[src/rtl/output_drain_pkg.sv]
// Shared definitions for the output_drain block.
//   - default geometry of a result tile (element width, rows, columns)
//   - FSM state encoding (FILL=0, DRAIN=1)
//   - idx_bits(): index width helper that never returns 0
package output_drain_pkg;

    localparam int DEF_WIDTH = 8;
    localparam int DEF_ROWS  = 4;
    localparam int DEF_COLS  = 4;

    typedef enum logic {
        FILL  = 1'b0,
        DRAIN = 1'b1
    } drain_state_e;

    // A one-entry dimension still needs a 1-bit index.
    function automatic int idx_bits(input int n);
        return (n > 1) ? $clog2(n) : 1;
    endfunction

endpackage

[src/rtl/output_drain_ob_row.sv]
// ob_row: storage for one captured result row.
// Ports:
//   clk        - clock, rising edge
//   rst        - asynchronous active-low reset, clears the row to 0
//   i_wr_en    - write the whole row from i_data
//   i_data     - cols*width packed row, column c at [(c+1)*width-1 : c*width]
//   i_col_sel  - column to present on o_data
//   o_data     - selected column element
module ob_row
    import output_drain_pkg::*;
#(
    parameter int width = DEF_WIDTH,
    parameter int cols  = DEF_COLS,
    localparam int COL_W = idx_bits(cols)
) (
    input  logic                    clk,
    input  logic                    rst,
    input  logic                    i_wr_en,
    input  logic [cols*width-1:0]   i_data,
    input  logic [COL_W-1:0]        i_col_sel,
    output logic [width-1:0]        o_data
);

    logic [width-1:0] r_col [cols];

    always_ff @(posedge clk or negedge rst) begin
        if (!rst) begin
            for (int c = 0; c < cols; c++) begin
                r_col[c] <= '0;
            end
        end else if (i_wr_en) begin
            for (int c = 0; c < cols; c++) begin
                r_col[c] <= i_data[c*width +: width];
            end
        end
    end

    assign o_data = r_col[i_col_sel];

endmodule

[src/rtl/output_drain.sv]
// output_drain: captures a tile of array results row by row, then drains it
// one element per transfer in row-major order over a valid/ready handshake.
// Ports:
//   clk        - clock, rising edge
//   rst        - asynchronous active-low reset
//   cap_en     - outs_array is valid and is captured as the next row
//   outs_array - cols*width array outputs, column c at [(c+1)*width-1 : c*width]
//   out_ready  - consumer accepts out this cycle
//   out        - current drained element (0 when out_valid=0)
//   out_valid  - out holds a valid element
//   full       - tile complete and draining
//   overflow   - sticky: a capture was dropped while draining
//   wr_row     - next row index to be written
//
// state | meaning
// ------+-----------------------------------------------------------------
// FILL  | accepting rows on cap_en; the final row switches to DRAIN
// DRAIN | presenting element rd_idx; captures are dropped and flag overflow
module output_drain
    import output_drain_pkg::*;
#(
    parameter int width = DEF_WIDTH,
    parameter int rows  = DEF_ROWS,
    parameter int cols  = DEF_COLS,
    localparam int ROW_W = idx_bits(rows),
    localparam int COL_W = idx_bits(cols)
) (
    input  logic                    clk,
    input  logic                    rst,
    input  logic                    cap_en,
    input  logic [cols*width-1:0]   outs_array,
    input  logic                    out_ready,
    output logic [width-1:0]        out,
    output logic                    out_valid,
    output logic                    full,
    output logic                    overflow,
    output logic [ROW_W-1:0]        wr_row
);

    localparam logic [ROW_W-1:0] LAST_ROW = ROW_W'(rows - 1);
    localparam logic [COL_W-1:0] LAST_COL = COL_W'(cols - 1);

    drain_state_e       r_state;
    drain_state_e       w_state_nxt;
    logic [ROW_W-1:0]   r_wr_row;
    logic [ROW_W-1:0]   w_wr_row_nxt;
    // rd_idx = row*cols + col, kept split so no divider is needed for the read
    logic [ROW_W-1:0]   r_rd_row;
    logic [ROW_W-1:0]   w_rd_row_nxt;
    logic [COL_W-1:0]   r_rd_col;
    logic [COL_W-1:0]   w_rd_col_nxt;
    logic               r_overflow;
    logic               w_overflow_nxt;
    logic               w_cap_we;
    logic [width-1:0]   w_row_out [rows];

    genvar g;
    for (g = 0; g < rows; g++) begin : g_row
        ob_row #(
            .width (width),
            .cols  (cols)
        ) u_row (
            .clk       (clk),
            .rst       (rst),
            .i_wr_en   (w_cap_we && (r_wr_row == ROW_W'(g))),
            .i_data    (outs_array),
            .i_col_sel (r_rd_col),
            .o_data    (w_row_out[g])
        );
    end

    always_ff @(posedge clk or negedge rst) begin
        if (!rst) begin
            r_state    <= FILL;
            r_wr_row   <= '0;
            r_rd_row   <= '0;
            r_rd_col   <= '0;
            r_overflow <= 1'b0;
        end else begin
            r_state    <= w_state_nxt;
            r_wr_row   <= w_wr_row_nxt;
            r_rd_row   <= w_rd_row_nxt;
            r_rd_col   <= w_rd_col_nxt;
            r_overflow <= w_overflow_nxt;
        end
    end

    always_comb begin
        w_state_nxt    = r_state;
        w_wr_row_nxt   = r_wr_row;
        w_rd_row_nxt   = r_rd_row;
        w_rd_col_nxt   = r_rd_col;
        w_overflow_nxt = r_overflow;
        w_cap_we       = 1'b0;
        out_valid      = 1'b0;
        full           = 1'b0;
        out            = '0;

        case (r_state)
            FILL: begin
                if (cap_en) begin
                    w_cap_we = 1'b1;
                    if (r_wr_row == LAST_ROW) begin
                        w_wr_row_nxt = '0;
                        w_state_nxt  = DRAIN;
                    end else begin
                        w_wr_row_nxt = r_wr_row + 1'b1;
                    end
                end
            end
            DRAIN: begin
                out_valid = 1'b1;
                full      = 1'b1;
                out       = w_row_out[r_rd_row];
                // Storage is untouched here, including in the last-transfer cycle.
                if (cap_en) begin
                    w_overflow_nxt = 1'b1;
                end
                if (out_ready) begin
                    if (r_rd_col == LAST_COL) begin
                        w_rd_col_nxt = '0;
                        if (r_rd_row == LAST_ROW) begin
                            w_rd_row_nxt = '0;
                            w_state_nxt  = FILL;
                        end else begin
                            w_rd_row_nxt = r_rd_row + 1'b1;
                        end
                    end else begin
                        w_rd_col_nxt = r_rd_col + 1'b1;
                    end
                end
            end
            default: begin
                w_state_nxt = FILL;
            end
        endcase
    end

    assign overflow = r_overflow;
    assign wr_row   = r_wr_row;

endmodule

[config.mk]
export PLATFORM = sky130hd
export DESIGN_NAME = output_drain
export DESIGN_NICKNAME = d
export VERILOG_FILES = /design/src/rtl/output_drain_pkg.sv /design/src/rtl/output_drain_ob_row.sv /design/src/rtl/output_drain.sv
export SDC_FILE = /design/constraint.sdc
export NUM_CORES = 1
export LEC_CHECK = 0
export BUFFER_PORTS_ARGS = -buffer_cell sky130_fd_sc_hd__buf_4
export CORE_MARGIN = 2
export CORE_UTILIZATION = 50
export CTS_CLUSTER_DIAMETER = 40
export DETAILED_ROUTE_END_ITERATION = 8
export PLACE_DENSITY = 0.72
export SLEW_MARGIN = 20
export SYNTH_ARGS = -nofsm -noshare
export SYNTH_HDL_FRONTEND = slang
export SYNTH_SLANG_ARGS = --single-unit
[constraint.sdc]
create_clock -name clk -period 1.6 [get_ports clk]
set_input_delay 0 -clock clk [delete_from_list [all_inputs] [get_ports clk]]
set_output_delay 0 -clock clk [all_outputs]
set_load 0.01 [all_outputs]
# Word level (Yosys, flattened, before mapping)
# Cells that the tools add are included.
[totals]
rom_bits = 0
elab_cells = 71
ram_bits = 0
latchBits = 0
output_inout_bits = 13
mem_count = 0
inputBits = 36
register_bits = 136
[classes]
n_mux = 28
reduce_logical = 9
multipliers = 0
n_eq_ne = 5
div_mod_pow = 0
n_shift = 0
add_sub_neg = 3
bitwise = 3
magnitude_cmp = 2
[ops]
columns = ["cell", "n"]
rows = [
  ["$mux 8", 11],
  ["$bmux 8 s2", 5],
  ["$eq 2x2->1 const B", 4],
  ["$mux 1", 8],
  ["$add 2x1->2 const B", 3],
  ["$ge 3x3->1 const B", 2],
  ["$mux 2", 3],
  ["$not 2->3", 2],
  ["$reduce_and 2->1", 3],
  ["$logic_and 1x1->1", 4],
  ["$reduce_and 3->1", 1],
  ["$eq 2x1->1 const B", 1],
  ["$logic_not 2->1", 1],
  ["$pmux 1 s2", 1],
  ["$not 1->1", 1],
]

# Longest topological paths before layout
# Gate-level depths: netlist of the first run.
[depth]
word_depth = 8
ltp_mapped = 7
ltp_nobuf = 4

# Cells and area by module
# Synthesis of the first run repeated with hierarchy kept, for this count alone.
[unflattened]
cells_unflattened = 377
area_unflattened_um2 = 6321.1
[by_module_without_submodules]
columns = ["module", "area_per_inst_um2", "n_inst", "seq_area_each_um2", "cells_each"]
rows = [
  ["ob_row", 1411.4, 4, 800.8, 78],
  ["output_drain", 675.6, 1, 200.2, 65],
]

# Worst setup path before layout of the first run
# Ideal clock, no wire load.
[synth_timing]
kind = "reg2reg"
start = "register r_state"
end = "register g_row[3].u_row.r_col[0] (netlist name)"
t_required_ps = 1472
setup_ps = 128
slack_ps = 119
synth_period_minus_slack_ps = 1481
t_arrival_ps = 1353
n_path_buf = 2
stages_incl_launch_ff = 6
cell_sequence = "dfrtp_1 nor2b_1 buf_2 nand2_2 buf_4 mux2_1"
[synth_between]
elab_chain_cells = 2
[synth_rtl]
columns = ["item", "line_no", "text"]
rows = [
  ["from (decl)", "output_drain.sv:43", "drain_state_e r_state;"],
  ["from (signal assigned)", "output_drain.sv:80", "r_state <= w_state_nxt;"],
  ["$mux 1", "output_drain.sv:99", "case (r_state)"],
  ["$logic_and 1x1->1", "output_drain.sv:65", ".i_wr_en (w_cap_we && (r_wr_row == ROW_W'(g))),"],
  ["to (signal, indexed assignment)", "output_drain_ob_row.sv:33", "r_col[c] <= i_data[c*width +: width];"],
  ["to (decl)", "output_drain_ob_row.sv:24", "logic [width-1:0] r_col [cols];"],
]
# Every way passes these cells.
# A chain may end at the register's enable or synchronous reset.

# Worst setup path in the final report of the first run
[layout_timing]
start = "register r_rd_col[0]"
end = "output out[1]"
[layout_between]
elab_chain_cells = 8
elab_cells_between_ends = 17
cone_classes = "16 x mux; 1 x bitwise"
[layout_rtl]
columns = ["item", "line_no", "text"]
rows = [
  ["from (decl)", "output_drain.sv:50", "logic [COL_W-1:0] r_rd_col;"],
  ["from (signal assigned)", "output_drain.sv:83", "r_rd_col <= w_rd_col_nxt;"],
  ["$not 2->3 (implied by the code) (*)", "output_drain_ob_row.sv:38", "assign o_data = r_col[i_col_sel];"],
  ["$bmux 8 s2", "output_drain_ob_row.sv:38", ""],
  ["$mux 8 (implied by the code) (2 in a row)", "output_drain_ob_row.sv:38", ""],
  ["$bmux 8 s2 (*)", "output_drain.sv:114", "out = w_row_out[r_rd_row];"],
  ["$mux 8 (implied by the code) (*) (2 in a row)", "output_drain.sv:114", ""],
  ["$mux 8 (*)", "output_drain.sv:99", ""],
  ["to (decl)", "output_drain.sv:33", "output logic [width-1:0] out,"],
]
# Every way passes the cells marked *; elsewhere a longest branch is shown, timed or not. The select of a mux whose other input is x is not followed.

==> impl_metrics.py, run 1 <==
metrics = {
    "clock_network": {
        "clk_pin_slew_ns": 0.06,
        "root_buffer": "clkbuf_16",
        "cts_tree": "done",
        "h-tree-depth": 4,
        "cts_buffers": 17,
        "ctsLongestPathBuffers": 2,
        "insertion_delay_ns": 0.42,
        "cts.sinks": 136,
    },
    "synthesis": {
        "synth-seq-cells": 136,
        "synth_fa_ha_area_share_pct": 1.197,
        "synth_seq_area_share_pct": 54.25,
        "synth.top_cell.area_share_pct": 54.25,
        "synthCells": 442,
        "syn-num-nets": 484,
        "synth_compound_area_share_pct": 4.148,
        "synth_xor_area_share_pct": 0,
        "syn-cell-area_sq_um": 6274,
        "yosysWarnings": 0,
        "synthSimpleGateAreaFrac_pct": 3.510,
        "synthMuxAreaShare_pct": 33.83,
        "yosysTopAreaCell": "dfrtp_1",
        "syn_area_per_cell_sq_um": 14.19,
        "synth_cell_types": 22,
        "synth.area.top_cells": "dfrtp_1, mux2_1, mux2i_1",
        "synth_top_family_by_area": "multiplexers",
    },
    "grt": {
        "grt_pass1_vias": 4360,
        "grt_pass1_wl_um": 23260,
        "grt_max_degree": 50,
        "grtUsageTotal_pct": 23.23,
        "antenna_found_initial": 0,
        "grt-ovfl-total": 0,
    },
    "sta": {
        "setup_ws_ns": -0.4148,
        "worstMarginPinSlew_ns": 0.4434,
        "hold_viol_final": 0,
        "finalMaxSlewViolations": 0,
        "finalHoldWorstSlack_ns": 0.06609,
        "fmax_mhz": 496.3,
        "fin_crit_sh_pct": 125.9,
        "fin_crit_ns": 2.015,
        "max-slew-margin-rel_pct": 70.37,
        "rsz0062_at_grt": "true",
        "setup_viol": 9,
        "fin_worst_skew_ns": 0.006002,
    },
    "floorplanning": {
        "die_w_um": 116.0,
        "std_cell_rows": 40,
        "ios": 49,
        "start_util_pct": 51.80,
        "dieHeight_um": 116.0,
        "dieArea_sq_um": 13460,
        "core_area_sq_um": 12110,
    },
    "worst_setup_path": {
        "crit_path_max_fanout": 19,
        "cp.required_ns": 1.60,
        "rrSetupSlack_ns": -0.04,
        "startpoint_type": "flop",
        "critPathCaptureType": "output pin",
        "arrival_ns": 2.01,
        "criticalPathCategory": "reg2out",
    },
    "power": {
        "p_leak_nw": 3.734,
        "peakVddDrop_v": 0.0009166,
        "powerDensity_nw_per_um2": 2069,
    },
    "place": {
        "pre_cts_ws_ns": -0.01945,
        "gp_congestion": 0.8435,
        "port_buffers": 48,
        "dpl.hpwl_um": 9485,
    },
    "routing": {
        "drcViolationCount": 0,
        "totalWireLength_um": 13960,
        "highest_layer": "met4",
        "wl_met1_um": 6729,
        "drt_iter0_markers": 249,
        "met3_length_um": 582,
        "dr.pass1.iters": 6,
        "vias_per_cell": 5.451,
        "wl_per_cell_um": 19.21,
        "via_count": 3963,
        "ant_nets": 0,
        "wl_met2_um": 6389,
    },
    "status": {
        "status": "finished with violations",
        "failed_checks": "setup timing",
    },
    "flow_run": {
        "drv_cap": 0,
    },
    "finish": {
        "drive_above_1_share_pct": 26.65,
        "nNetsFinal": 588,
        "syn2layout_area_growth_pct": 30.59,
        "diodes": 0,
    },
    "hold_path": {
        "hold_path_class": "in2async",
    },
}
==> area by class of cell <==
| cell class | count | area, sq um |
|---|---|---|
| fillers | 874 | 3919 |
| flip-flops and latches | 136 | 3407 |
| multi-input cells | 275 | 2830 |
| repair buffers | 114 | 1162 |
| clock buffers | 23 | 478.0 |
| well taps | 168 | 210.2 |
| clock inverters | 9 | 97.59 |
| inverters | 2 | 7.507 |
==> registers in the layout, summed over array words and instances (netlist names) <==
signal	flops
r_state	1
overflow	1
r_rd_row	2
r_rd_col	2
wr_row	2
g_row.u_row.r_col	128
==> worst max-delay path, cell delays in order (launching register included) <==
cell	delay, ns
dfrtp_4	0.50
buf_12	0.16
buf_12	0.17
mux2i_1	0.16
a22oi_1	0.19
nand2_1	0.10
o21ai_2	0.15
buf_4	0.15
==> stage by stage <==
step	utilization, %	TNS (ns)	cells	power (mW)	area (sq um)
floorplan	-	0	442	9.998	6274
global placement	58.13	0	656	11.97	7041
detailed placement	58.13	-0.02447	656	12.23	7041
CTS	67.43	-2.944	727	16.90	8167
global route	67.64	-3.784	727	17.95	8193
finish	67.64	-3.070	727	16.95	8193
==> placed cells by master (no fill, tap or decap), drive strengths merged <==
cell         Yosys  routed
a21o             3       3
a22oi           25      25
and2             1       1
buf             25      79
bufinv           0       2
clkbuf           4      23
clkinv           0       6
clkinvlp         0       1
dfrtp          136     136
dlygate4sd3      0      35
ha               6       6
inv              2       2
mux2           130     130
mux2i           50      50
mux4             7       7
nand2           18      18
nand2b           7       7
nand3           10      10
nor2             2       2
nor2b            4       4
nor3             2       2
o21ai           10      10
==> per-layer routing <==
layer / vias to the layer above / GRT usage (%)
li1: 1819 / -
met1: 2032 / 32.35
met2: 91 / 34.89
met3: 21 / 6.747
met4: 0 / 8.571
met5: - / 0
==> what timing repair did <==
action / CTS / global route
gates cloned: 1 / 0
pin swaps: 16 / 6
hold buffers: 35 / 0
endpoints found under the hold margin: 269 / 0
setup endpoints to repair: 9 / 16
resized for setup: 31 / 6
setup buffers: 4 / 0
==> path summary, 6_finish.rpt <==
check | end | from | depth (start not counted)
worst max-delay path | out[1] | r_rd_col[0] | 7
max in group asynchronous | g_row[2].u_row.r_col[6] | rst | 3
worst min register to register | g_row[0].u_row.r_col[24] | g_row[0].u_row.r_col[24] | 1
worst max register to register | r_rd_row[1] | r_rd_col[0] | 5
worst min-delay path | g_row[2].u_row.r_col[8] | rst | 2
min in group clk | g_row[3].u_row.r_col[14] | outs_array[22] | 3
==> where the power goes <==
| group | switching, mW | internal [mW] | total (mW) |
|---|---|---|---|
| Combinational | 3.21 | 3.76 | 6.97 |
| Clock | 1.41 | 2.40 | 3.81 |
| Sequential | 1.02 | 5.15 | 6.17 |
==> Yosys cell counts <==
master	instances
mux2i_1	50
clkbuf_1	4
dfrtp_1	136
mux2_1	130
buf_1	1
a22oi_1	25
nor2_1	2
ha_1	6
buf_2	13
inv_1	2
nand2_2	4
a21o_1	3
nand3_1	10
nor3_1	2
buf_6	5
buf_4	6
nand2b_1	7
o21ai_1	10
and2_1	1
mux4_2	7
nor2b_1	4
nand2_1	14
==> cells by family after synthesis <==
family | count (synthesis)
adder cells (fa/ha/maj) | 6
AND/OR/NAND/NOR | 44
AO/OA/AOI/OAI | 38
multiplexers | 187
buffers and inverters | 31
flip-flops | 136
No activity file was read; power rests on OpenSTA's default activity.
==> run 2: changes to the inputs <==
SKIP_CTS_REPAIR_TIMING = 1   (was default)
SYNTH_HIERARCHICAL = 1   (was default)
==> run 2 against run 1 <==
Compared with the run above:
- the flow still finishes with violations (setup timing)
- final cell count down 8.9%
- register-to-register slack improved by 0.09 ns
- sequential share of layout area rose by 0.73 points
- critical path depth decreased by 1
- maximum frequency fell by 0.70%
- clock power is 2% lower
- via count fell by 7.5%
- core utilization down 3.1 points
- synthesized cell count is 15% lower
- largest power group unchanged
- global-route usage fell by 3.7 points
==> impl_metrics.py, run 2 <==
metrics = {
    "grt": {
        "grt_max_degree": 50,
        "antenna_found_initial": 0,
        "grt_pass1_wl_um": 19510,
        "grt-ovfl-total": 0,
        "grt_pass1_vias": 3627,
        "grtUsageTotal_pct": 19.58,
    },
    "place": {
        "placed_area_sq_um": 6883,
        "gp_congestion": 0.7639,
        "dpl.hpwl_um": 7703,
        "port_buffers": 48,
        "pre_cts_ws_ns": 0.02179,
    },
    "routing": {
        "wl_per_cell_um": 21.26,
        "totalWireLength_um": 14080,
        "via_count": 3664,
        "vias_per_cell": 5.535,
        "drcViolationCount": 0,
        "drt_iter0_markers": 228,
        "dr.pass1.iters": 4,
        "ant_nets": 0,
    },
    "worst_setup_path": {
        "reg2reg_to": "g_row[3].u_row/r_col[31]",
        "critPathCaptureType": "output pin",
        "crit_top_cell": "buf_4",
        "cp.required_ns": 1.60,
        "criticalPathCategory": "reg2out",
        "slowest_stage": "mux4_2",
        "startpoint_type": "flop",
        "crit_buf_inv": 3,
        "r2r_start": "r_state",
        "arrival_ns": 2.03,
        "crit_path_max_fanout": 5,
        "path_cells": "buf_4 > clkbuf_16 > mux4_2 > mux2i_1 > o22ai_1 > buf_4",
        "crit_path_max_incr_delay_ns": 0.50,
        "rr_worst_depth": 4,
        "path_delay_family": "multiplexers",
        "rrSetupSlack_ns": 0.05,
    },
    "floorplanning": {
        "core_area_sq_um": 12470,
        "ios": 49,
        "dieHeight_um": 116.4,
        "std_cell_rows": 41,
        "die_w_um": 116.4,
        "start_util_pct": 50.71,
        "dieArea_sq_um": 13560,
    },
    "power": {
        "p_clk_share_pct": 22.4,
        "powerDensity_nw_per_um2": 2065,
        "p_comb_share_pct": 40.6,
        "switching_power_mw": 4.821,
        "swShare_pct": 29.01,
        "internal_power_mw": 11.80,
        "p_total_mw": 16.62,
        "peakVddDrop_v": 0.001162,
        "p_leak_nw": 3.483,
        "seqPwrFrac_pct": 37.1,
    },
    "clock_network": {
        "root_buffer": "clkbuf_16",
        "cts.sinks": 136,
        "insertion_delay_ns": 0.42,
        "cts_tree": "done",
        "ctsLongestPathBuffers": 2,
        "h-tree-depth": 4,
        "clk_pin_slew_ns": 0.05,
        "cts_buffers": 17,
    },
    "sta": {
        "setup_ws_ns": -0.4291,
        "fin_worst_skew_ns": 0.008629,
        "worstMarginPinSlew_ns": 0.4160,
        "setup_viol": 8,
        "fin_crit_sh_pct": 126.8,
        "fin_crit_ns": 2.029,
        "max-slew-margin-rel_pct": 72.27,
        "hold_viol_final": 0,
        "rsz0062_at_grt": "true",
        "finalSetupTns_ns": -3.221,
        "fmax_mhz": 492.8,
        "finalMaxSlewViolations": 0,
    },
    "synthesis": {
        "ys.flop_type": "dfrtp_1",
        "synth.top_cell.area_share_pct": 53.84,
        "synth_seq_area_share_pct": 53.84,
        "yosysWarnings": 6,
        "syn-num-nets": 419,
        "synth-edff-count": 0,
        "synth_commonest_cells": "dfrtp_1, mux2_2, mux4_2, mux2i_1, clkbuf_8",
        "synth_cell_types": 22,
        "synthCells": 377,
        "synth-async-reset-ratio_pct": 100.0,
        "synth.area.top_cells": "dfrtp_1, mux2_2, mux4_2",
        "synth-seq-cells": 136,
        "synth_most_common_cell": "dfrtp_1",
        "yosysTopAreaCell": "dfrtp_1",
        "syn_area_per_cell_sq_um": 16.77,
        "syn-cell-area_sq_um": 6321,
    },
    "status": {
        "failed_checks": "setup timing",
        "status": "finished with violations",
    },
    "finish": {
        "layout_common_cells": "dfrtp_1, mux2_2, buf_4, dlygate4sd3_1, mux4_2",
        "diodes": 0,
        "drive_above_1_share_pct": 55.31,
        "fin_area_sq_um": 8049,
        "syn2layout_area_growth_pct": 27.34,
        "fillCellCount": 893,
        "nNetsFinal": 523,
        "regMostFlops": "g_row.u_row/r_col",
        "final_common_cell": "dfrtp_1",
        "finish.utilization_pct": 64.57,
        "largest_reg_flops": 128,
    },
    "flow_run": {
        "drv_cap": 0,
    },
    "hold_path": {
        "hold_path_class": "in2async",
    },
}
-- run 2: cell families after synthesis --
kind of cell | count (synthesis) | synth area share (%)
buf+inv | 30 | 4.553
fa+ha+maj | 6 | 1.188
compound gates | 10 | 1.049
simple gates | 13 | 1.089
mux | 182 | 38.28
flops | 136 | 53.84
-- run 2: worst max path at each step --
stage | startpoint | end | slack [ns] | cells past startpoint
after floorplan | r_state | g_row[0].u_row/r_col[0] | 0.02 | 5
after global placement | r_rd_col[0] | out[7] | 0.03 | 5
after detailed placement | r_rd_col[0] | out[7] | 0.02 | 5
after CTS | r_rd_col[0] | out[2] | -0.45 | 5
after global routing | r_rd_col[0] | out[0] | -0.49 | 6
final | r_rd_col[0] | out[2] | -0.43 | 6
-- run 2: layout make-up --
| cell class | instances | area [sq um] | share of cell area [%] |
|---|---|---|---|
| sequential | 136 | 3406 | 42.31 |
| multi-input combinational | 211 | 2644 | 32.85 |
| timing repair buffer | 113 | 1225 | 15.22 |
| clock buffer | 24 | 481.7 | 5.985 |
| tap | 172 | 215.2 | 2.674 |
| clock inverter | 4 | 70.07 | 0.8705 |
| inverter | 2 | 7.507 | 0.09327 |
-- run 2: routing by layer --
metal | vias up | routed length (um) | part of all wire [%] | track usage (%)
met1 | 1938 | 6044 | 43 | 25.14
met5 | - | 0 | 0 | 0
met3 | 21 | 534 | 3.8 | 5.345
met4 | 0 | 267 | 1.9 | 6.905
met2 | 87 | 7229 | 51 | 32.33
li1 | 1618 | - | - | -
-- run 2: power groups by stage --
stage          Combinational (mW)  Sequential, mW  Clock [mW]
2_1_floorplan                4.75            5.82           0
3_3_place_gp                 6.02            6.08           0
3_5_place_dp                 6.18            6.17           0
4_1_cts                      6.24            6.16        3.77
5_1_grt                      7.22            6.37        3.92
6_report                     6.74            6.16        3.72
-- run 2: per-stage QoR --
| stage | std cells | hold slack, ns |
|---|---|---|
| floorplan | 377 | -0.2956 |
| global placement | 587 | -0.03903 |
| detailed placement | 587 | -0.03396 |
| CTS | 615 | -0.4755 |
| global route | 662 | 0.1004 |
| finish | 662 | 0.06871 |
